$ cat config.mk
export PLATFORM = sky130hd
export DESIGN_NAME = trigger_engine
export DESIGN_NICKNAME = d
export VERILOG_FILES = /design/src/rtl/trigger_engine.sv
export SDC_FILE = /design/constraint.sdc
export NUM_CORES = 1
export LEC_CHECK = 0
export BUFFER_PORTS_ARGS = -buffer_cell sky130_fd_sc_hd__buf_2
export CAP_MARGIN = 20
export CORE_ASPECT_RATIO = 2
export CORE_UTILIZATION = 40
export CTS_BUF_LIST = sky130_fd_sc_hd__clkbuf_16
export CTS_CLUSTER_SIZE = 12
export DETAILED_ROUTE_END_ITERATION = 6
export PLACE_DENSITY_LB_ADDON = 0.2
export SYNTH_ARGS = -nofsm -noshare
export SYNTH_HDL_FRONTEND = slang
export SYNTH_SLANG_ARGS = --single-unit
export TNS_END_PERCENT = 10
$ cat constraint.sdc
create_clock -name clk -period 5.1 [get_ports clk]
set_input_delay 1.02 -clock clk [delete_from_list [all_inputs] [get_ports clk]]
set_output_delay 1.02 -clock clk [all_outputs]
set_load 0.005 [all_outputs]
$ cat src/rtl/trigger_engine.sv
// -----------------------------------------------------------------------------
// trigger_engine : multi-channel level/edge trigger with hysteresis, holdoff and
//                  a saturating trigger counter; data is forwarded aligned to trig.
// Revision 1.0
// -----------------------------------------------------------------------------
`default_nettype none

module trigger_engine #(
  parameter int CHANNEL_NUM = 4,
  parameter int BIT_NUM     = 16,
  parameter int HOLDOFF_W   = 16,
  parameter int CNT_W       = 16
) (
  input  logic                           clk,
  input  logic                           rstn,
  input  logic                           trig_en,
  input  logic [1:0]                     trig_mode,
  input  logic                           trig_combine,
  input  logic [CHANNEL_NUM-1:0]         trig_mask,
  input  logic [BIT_NUM-1:0]             trig_level,
  input  logic [BIT_NUM-1:0]             trig_hyst,
  input  logic [HOLDOFF_W-1:0]           trig_holdoff,
  input  logic [BIT_NUM*CHANNEL_NUM-1:0] idata,
  input  logic                           idata_valid,
  output logic [BIT_NUM*CHANNEL_NUM-1:0] odata,
  output logic                           odata_valid,
  output logic                           trig,
  output logic [CHANNEL_NUM-1:0]         trig_ch,
  output logic                           busy,
  output logic [CNT_W-1:0]               trig_cnt
);

  typedef enum logic [1:0] {
    ST_IDLE    = 2'd0,
    ST_ARMED   = 2'd1,
    ST_HOLDOFF = 2'd2
  } state_t;

  state_t                           r_state;
  state_t                           w_state_nxt;
  logic [HOLDOFF_W-1:0]             r_hold;
  logic [CHANNEL_NUM-1:0]           r_arm_r;
  logic [CHANNEL_NUM-1:0]           r_arm_f;
  logic [CHANNEL_NUM-1:0]           w_arm_r_nxt;
  logic [CHANNEL_NUM-1:0]           w_arm_f_nxt;
  logic [CHANNEL_NUM-1:0]           w_hit;
  logic [BIT_NUM*CHANNEL_NUM-1:0]   r_s1_data;
  logic                             r_s1_valid;
  logic [CHANNEL_NUM-1:0]           r_s1_hit;
  logic [BIT_NUM:0]                 w_lo_ext;
  logic [BIT_NUM:0]                 w_hi_ext;
  logic [BIT_NUM-1:0]               w_lo;
  logic [BIT_NUM-1:0]               w_hi;
  logic [CHANNEL_NUM-1:0]           w_masked;
  logic                             w_any;
  logic                             w_all;
  logic                             w_comb;
  logic                             w_fire;

  // One extra bit exposes borrow/carry so the band saturates at the range ends.
  assign w_lo_ext = {1'b0, trig_level} - {1'b0, trig_hyst};
  assign w_hi_ext = {1'b0, trig_level} + {1'b0, trig_hyst};
  assign w_lo     = w_lo_ext[BIT_NUM] ? '0 : w_lo_ext[BIT_NUM-1:0];
  assign w_hi     = w_hi_ext[BIT_NUM] ? '1 : w_hi_ext[BIT_NUM-1:0];

  for (genvar i = 0; i < CHANNEL_NUM; i++) begin : g_ch
    logic [BIT_NUM-1:0] w_x;
    logic               w_rise_hit;
    logic               w_fall_hit;

    assign w_x        = idata[i*BIT_NUM +: BIT_NUM];
    assign w_rise_hit = r_arm_r[i] && (w_x >= trig_level);
    assign w_fall_hit = r_arm_f[i] && (w_x <= trig_level);

    assign w_hit[i] = (trig_mode == 2'd0) ? (w_x == trig_level) :
                      (trig_mode == 2'd1) ? w_rise_hit :
                      (trig_mode == 2'd2) ? w_fall_hit :
                                            (w_rise_hit | w_fall_hit);

    // Re-arming takes priority so a sample inside a zero-width band hits and re-arms.
    assign w_arm_r_nxt[i] = (w_x <= w_lo) ? 1'b1 : (w_rise_hit ? 1'b0 : r_arm_r[i]);
    assign w_arm_f_nxt[i] = (w_x >= w_hi) ? 1'b1 : (w_fall_hit ? 1'b0 : r_arm_f[i]);
  end

  always_ff @(posedge clk or negedge rstn) begin
    if (!rstn) begin
      r_arm_r <= '0;
      r_arm_f <= '0;
    end else if (!trig_en || (r_state == ST_IDLE)) begin
      r_arm_r <= '0;
      r_arm_f <= '0;
    end else if (idata_valid) begin
      r_arm_r <= w_arm_r_nxt;
      r_arm_f <= w_arm_f_nxt;
    end
  end

  always_ff @(posedge clk or negedge rstn) begin
    if (!rstn) begin
      r_s1_data  <= '0;
      r_s1_valid <= 1'b0;
      r_s1_hit   <= '0;
    end else begin
      r_s1_data  <= idata;
      r_s1_valid <= idata_valid;
      r_s1_hit   <= idata_valid ? w_hit : '0;
    end
  end

  assign w_masked = r_s1_hit & trig_mask;
  assign w_any    = |w_masked;
  assign w_all    = (trig_mask != '0) && (w_masked == trig_mask);
  assign w_comb   = trig_combine ? w_all : w_any;
  assign w_fire   = (r_state == ST_ARMED) && r_s1_valid && w_comb;

  always_ff @(posedge clk or negedge rstn) begin
    if (!rstn) begin
      r_state <= ST_IDLE;
    end else begin
      r_state <= w_state_nxt;
    end
  end

  always_comb begin
    w_state_nxt = r_state;
    if (!trig_en) begin
      w_state_nxt = ST_IDLE;
    end else begin
      case (r_state)
        ST_IDLE:    w_state_nxt = ST_ARMED;
        ST_ARMED:   if (w_fire && (trig_holdoff != '0)) w_state_nxt = ST_HOLDOFF;
        ST_HOLDOFF: if (r_s1_valid && (r_hold <= HOLDOFF_W'(1))) w_state_nxt = ST_ARMED;
        default:    w_state_nxt = ST_IDLE;
      endcase
    end
  end

  // Holdoff counts valid samples only, so gaps in the strobe stretch it in time.
  always_ff @(posedge clk or negedge rstn) begin
    if (!rstn) begin
      r_hold <= '0;
    end else if (!trig_en) begin
      r_hold <= '0;
    end else if (w_fire) begin
      r_hold <= trig_holdoff;
    end else if ((r_state == ST_HOLDOFF) && r_s1_valid && (r_hold != '0)) begin
      r_hold <= r_hold - HOLDOFF_W'(1);
    end
  end

  always_ff @(posedge clk or negedge rstn) begin
    if (!rstn) begin
      odata       <= '0;
      odata_valid <= 1'b0;
      trig        <= 1'b0;
      trig_ch     <= '0;
      trig_cnt    <= '0;
    end else begin
      odata       <= r_s1_data;
      odata_valid <= r_s1_valid;
      trig        <= w_fire;
      trig_ch     <= w_fire ? w_masked : '0;
      if (w_fire && (trig_cnt != '1)) begin
        trig_cnt <= trig_cnt + CNT_W'(1);
      end
    end
  end

  assign busy = (r_state == ST_HOLDOFF);

endmodule

`default_nettype wire
* Word-level counts from Yosys, hierarchy flattened
Cells that the tools add are included.
** Operators by class
- $add $sub $neg :: 4
- Eq/ne operators :: 13
- Bitwise gates (word level) :: 5
- Magnitude comparators :: 17
- Reduce and logical (&&, ||, !) cells :: 42
- Multiplexer cells :: 44
** Operator list (count)
- greater-or-equal comparator 16 bit :: 8
- <= comparator 16 bit :: 8
- two-way mux 16 bit :: 5
- == test 16 bit :: 4
- nonzero test 16 bit :: 2
- two-way mux 1 bit :: 29
- two-way mux 4 bit :: 6
- nonzero test 3 bit :: 8
- AND reduction 2 bit :: 9
- adder 16 x 16 -> 17 bit :: 1
- subtractor 16 x 16 -> 17 bit :: 1
- adder 16 x 1 -> 16 bit, second input constant :: 1
- <= comparator 16 x 1 -> 1 bit, second input constant :: 1
- logical AND 1 bit :: 16
- != test 16 bit, second input constant :: 1
- subtractor 16 x 1 -> 16 bit, second input constant :: 1
- two-way mux 2 bit :: 3
- != test 3 x 2 -> 1 bit, second input constant :: 2
- case mux 2 bit (3 select lines) :: 1
- bitwise AND 4 bit :: 1
- == test 2 x 1 -> 1 bit, second input constant :: 2
- == test 2 bit, second input constant :: 2
- == test 4 bit :: 1
- logical NOT 2 bit :: 2
- other kinds (7) :: 10
** Storage, ports and cells
- Word-level logic and storage cells :: 143
- Input bits :: 123
- Flip-flop bits (word level) :: 181
- Output and inout bits :: 87

* Depth between registers and ports, before layout
- Depth after elaboration :: 9
- Depth in mapped cells :: 20
- Depth with buffers taken out :: 20

* Least setup slack after synthesis
No wires, ideal clock.
- Kind :: input to register
- Start :: input port trig_hyst[5]
- End :: register r_arm_f[1]
- Data required time :: 4.977 ns
- Data arrival time :: 4.422 ns
- Slack :: 0.555 ns
- Cell stages on the path :: 20
- Library setup time :: 0.123 ns
- Path buffers :: 3
- Cells stage by stage :: inv_1 -> ha_1 -> buf_2 -> or2_2 -> a211oi_2 -> o21ai_1 -> o211ai_1 -> and2_1 -> clkbuf_1 -> buf_2 -> nor2_1 -> ha_1 -> a21oi_1 -> o21ai_0 -> a21o_1 -> a211oi_1 -> nor2_1 -> a2111oi_0 -> o31a_1 -> nand2_1
** On the way
- Word-level cells in the longest chain between the ends :: 6
- Elaborated cells on any way between the ends :: 8
- Those cells by class :: add/sub (1); order compare (1); mux (4); reduce/logical (2)
** RTL lines
- from (decl) :: RTL line 21 : input logic [BIT_NUM-1:0] trig_hyst,
- adder 16 x 16 -> 17 bit (*) :: RTL line 62 : assign w_hi_ext = {1'b0, trig_level} + {1'b0, trig_hyst};
- two-way mux 16 bit (*) :: RTL line 64 : assign w_hi = w_hi_ext[BIT_NUM] ? '1 : w_hi_ext[BIT_NUM-1:0];
- greater-or-equal comparator 16 bit (*) :: RTL line 82 : assign w_arm_f_nxt[i] = (w_x >= w_hi) ? 1'b1 : (w_fall_hit ? 1'b0 : r_arm_f[i]);
- two-way mux 1 bit :: RTL line 82
- two-way mux 4 bit :: RTL line 92 : end else if (idata_valid) begin
- two-way mux 4 bit :: RTL line 89 : end else if (!trig_en || (r_state == ST_IDLE)) begin
- to (signal assigned) :: RTL line 94 : r_arm_f <= w_arm_f_nxt;
- to (decl) :: RTL line 43 : logic [CHANNEL_NUM-1:0] r_arm_f;
Every way passes the cells marked *; elsewhere a longest branch is shown, timed or not. The select of a mux whose other input is x is not followed.
A chain may end at the register's enable or synchronous reset.

* Final worst setup path
- Start :: input port trig_level[4]
- End :: register r_arm_f[3]
** On the way
- Word-level cells in the longest chain between the ends :: 6
- Elaborated cells on any way between the ends :: 10
- Those cells by class :: add/sub (1); order compare (2); mux (4); reduce/logical (3)
** RTL lines
- from (decl) :: RTL line 20 : input logic [BIT_NUM-1:0] trig_level,
- adder 16 x 16 -> 17 bit :: RTL line 62
- two-way mux 16 bit :: RTL line 64
- greater-or-equal comparator 16 bit :: RTL line 82
- two-way mux 1 bit :: RTL line 82
- two-way mux 4 bit :: RTL line 92
- two-way mux 4 bit :: RTL line 89
Parallel ways exist; a longest one is shown, timed or not. The select of a mux whose other input is x is not followed.

==> out/results.txt <==
After floorplanning, the core was divided into 88 placement rows. The number of top-level pins came out at 210. The worst hold path belongs to the class reg2reg. The maximum number of pins on one net before global-route repair is 112, and the via count of the first global-routing pass is 10089. Layout cell share with drive strength beyond 1: 0.216. The xor/xnor share of the synthesized area was 0.0366; the post-cts resize count was 0.

The endpoint type of the worst setup path was a flip-flop. The cell area that synthesis handed to floorplanning was 0.0117 sq mm. The logs give 0.474 for the met2 usage in global routing and 56.0 mm for the wire length of the first global-routing pass. The minimum clock period after layout works out to 4.55 ns.

In this run, distinct cell masters in the synthesized netlist total 71. The category of the worst setup path launch point is a primary input. The tightest hold path in the finished design has a slack of 0.342 ns. The routing layer with the top usage in global route was met2. The logs give 0.0403 for the met3 track demand over resource in global routing and 0.406 for the effective utilization at floorplan. From synthesis to final layout, the design area changed by 19.5%.

The run gives 442 as the DRC violation total after the first TritonRoute iteration. For the fill cell total of the finished layout, the log shows 2798. Ranked by total cell area, the synthesized netlist is headed by dfrtp_1 39%, ha_1 24%, a21oi_1 3.4%. Setup repair after global routing left no endpoint under its margin. In this run, post-CTS hold repair placed 0 buffers. The share of the synthesized area in the top cell type was 0.387. The all-layer global routing usage was 0.255.

For this design the ratio of total power to cell area is 288 mW/mm^2. The tools report the number of max-slew violations in the final report as 0. In this run the tool buffered the top-level ports with 209 buffer cells. The setup path with the least slack is of type in2reg. The part of the cycle the worst path needs is 0.893, and the number of buffers created by CTS is 17. The tree is rooted in a clkbuf_16. The flow ran to the end, and the final reports show no timing, DRC or antenna violations. The routing usage on met1 was 0.239. The logs give 0 for the number of nets with antenna violations after routing and 0 for the number of buffers inserted by post-CTS setup repair.

In the routed design, unresolved DRC markers number 0. Across the VDD grid, the largest voltage drop is 0.253 mV. The slew at the pin closest to its max-slew limit came out at 0.898 ns. STA puts the critical path data arrival time at 4.85 ns. For the net count of the mapped netlist, the log shows 1484.

Synthesis produced a netlist whose cell count is 1136. The length of the first detailed-routing pass in iterations is 5. The level count of the clock H-tree was 4; the largest fanout on the critical path was 12. The initial antenna violation count was 0. Number of flops mapped to enable cells by yosys: 0. The tools report the number of diodes added for antenna fixing as 0. At the later pin of the worst-skew pair, clock insertion delay measures 0.45 ns. The setup check on the worst reg-to-reg path leaves a slack of 2.47 ns. The number of buffers between clock root and the deepest sink is 2, and the core box area is 0.0288 sq mm. Dividing the detail-routed via count by the number of cells gives 5.54. The die footprint was 0.0300 sq mm. Each instance of the synthesized netlist takes up on average 10.3 sq um. After detailed routing, the average wire length per cell comes to 20.9 microns. For this run, the top clock speed supported by timing is 220 MHz. The total number of vias was 9721.

Clock skew on the completed layout was measured at 0.0132 ns. Summed over all layers, the routed wires come to 36.7 mm. The half-perimeter wire length after detailed placement is 31.1 mm. The run gives 7.10 nW as the leakage power figure.

By area, the combinational part of the netlist is dominated by adder cells. Simple-gate area share of the yosys netlist: 0.138. The height of the die is 244 microns, and the CTS clock-pin slew for the worst setup and hold paths is 0.07 ns. The logs give 0 for the sum of overflow across all layers after global routing and 0.401 for the tightest slew margin relative to the limit.

In the synthesized netlist the dominant register cell turns out to be dfrtp_1. The die is 123 microns wide. The weighted congestion reported at the end of routability-driven placement was 0.958.

The setup violation total in the final timing report was 0. Final count of hold timing violations: 0. TritonCTS built the clock tree.

Share of async-settable or async-resettable flops after synthesis: 1.00. The proportion of synthesized area in mux cells works out to 0.00192. Counting every sink on the clock net gives 181.

In the final timing run, aggregate negative setup slack is 0 ns. For the worst setup path, the data required time is 5.39 ns. The number of warnings printed during yosys synthesis was 0.

For this run, the post-layout net count is 1731. Part of the Yosys area used for sequential elements: 0.387. Cell taking the most area after synthesis: dfrtp_1.

Counting flops and latches in the post-synthesis netlist gives 181. The area share of fa/ha/maj cells after synthesis is 0.244, and the number of maximum-capacitance violations is 0. The compound-cell area share of the yosys netlist is 0.163.
[final timing paths]
path / startpoint / end / depth (start not counted)
worst max-delay path: trig_level[4] / r_arm_f[3] / 16
worst min-delay path: r_s1_data[38] / odata[38] / 0
worst max register to register: r_s1_hit[3] / trig_cnt[10] / 8
worst min register to register: r_s1_data[38] / odata[38] / 0
max in group asynchronous: rstn / odata[48] / 2
min in group asynchronous: rstn / trig_cnt[0] / 1
[placed cells by master (no fill, tap or decap), types with 3 or more instances in the layout]
cell type / count
a211o_1: 5
nor3_1: 15
ha_1: 223
nand3_1: 22
nor2b_1: 35
o211ai_1: 10
inv_1: 60
nand2_1: 62
nor2_1: 73
o21a_1: 15
a31o_2: 3
nand2b_1: 11
buf_2: 208
nand4_1: 34
a21o_1: 48
buf_4: 36
xor2_1: 9
a211oi_1: 10
inv_6: 3
and3_1: 8
and2_1: 5
o41ai_1: 4
o21ai_0: 64
clkbuf_16: 17
o22ai_1: 5
a31oi_1: 12
clkinv_8: 4
nor3b_1: 4
o211a_1: 4
dfrtp_1: 181
xnor2_1: 40
inv_8: 4
a21oi_1: 80
or4_1: 4
maj3_1: 3
o21bai_1: 4
and4_1: 9
nor4_1: 7
a2111oi_0: 3
[layer usage]
| layer | up-vias | wire length, microns |
|---|---|---|
| met5 | - | 0 |
| met4 | 0 | 3010 |
| met3 | 119 | 1370 |
| met2 | 291 | 20000 |
| met1 | 4644 | 12300 |
| li1 | 4667 | - |
[power breakdown]
group | internal (mW) | leakage (nW) | switching, mW | total, mW
combinational | 0.490 | 4.59 | 0.683 | 1.17
clock | 0.704 | 0.289 | 0.636 | 1.34
sequential | 1.50 | 2.22 | 0.0229 | 1.52
[final cells by class]
class	count	area, sq um	area share
clock buffer	17	425	0.0304
tap	360	450	0.0322
sequential	181	4530	0.323
timing repair buffer	246	1350	0.0960
clock inverter	14	181	0.0130
multi-input combinational	877	6850	0.489
inverter	60	225	0.0161
[critical path: stages]
cell and delay, ns:
buf_2 0.12, ha_1 0.40, or2_2 0.32, a211oi_2 0.23, o21ai_1 0.17, o211ai_1 0.25, and2_1 0.23, buf_4 0.22
nand2b_1 0.17, buf_4 0.14, ha_1 0.21, nand2b_1 0.14, a21o_1 0.18, maj3_1 0.43, nor3_1 0.45, o22ai_1 0.17
[logic make-up after synthesis]
| logic type | Yosys count |
|---|---|
| simple gates | 306 |
| compound gates | 292 |
| buf+inv | 78 |
| mux | 2 |
| xor+xnor | 49 |
| flops | 181 |
| fa+ha+maj | 228 |
[cell usage after synthesis (all sizes together), types with 3 or more instances]
| library cell | count |
|---|---|
| a2111oi | 3 |
| a211o | 5 |
| a211oi | 12 |
| a21o | 48 |
| a21oi | 80 |
| a31o | 3 |
| a31oi | 13 |
| and2 | 5 |
| and3 | 10 |
| and4 | 9 |
| buf | 9 |
| clkbuf | 8 |
| dfrtp | 181 |
| ha | 223 |
| inv | 60 |
| maj3 | 3 |
| nand2 | 63 |
| nand2b | 11 |
| nand3 | 22 |
| nand4 | 35 |
| nor2 | 73 |
| nor2b | 35 |
| nor3 | 15 |
| nor3b | 5 |
| nor4 | 8 |
| o211a | 4 |
| o211ai | 10 |
| o21a | 15 |
| o21ai | 65 |
| o21bai | 4 |
| o22ai | 5 |
| o41ai | 5 |
| or4 | 7 |
| xnor2 | 40 |
| xor2 | 9 |
[stage by stage]
stage	cells	power [mW]	setup WS, ns	util	instance area (sq um)
2_1_floorplan	1136	2.22	0.555	-	11700
3_3_place_gp	1724	2.69	0.211	0.464	13400
3_5_place_dp	1724	2.72	0.156	0.464	13400
4_1_cts	1755	4.07	0.625	0.485	14000
5_1_grt	1755	4.26	0.191	0.485	14000
6_report	1755	4.03	0.546	0.485	14000
[flip-flops by register name, summed over array words and instances (netlist names), 4 cells and up]
| name | cells |
|---|---|
| r_s1_data | 64 |
| r_hold | 16 |
| r_arm_f | 4 |
| r_s1_hit | 4 |
| trig_ch | 4 |
| trig_cnt | 16 |
| r_arm_r | 4 |
| odata | 64 |
Power figures use the tool's default switching activity.
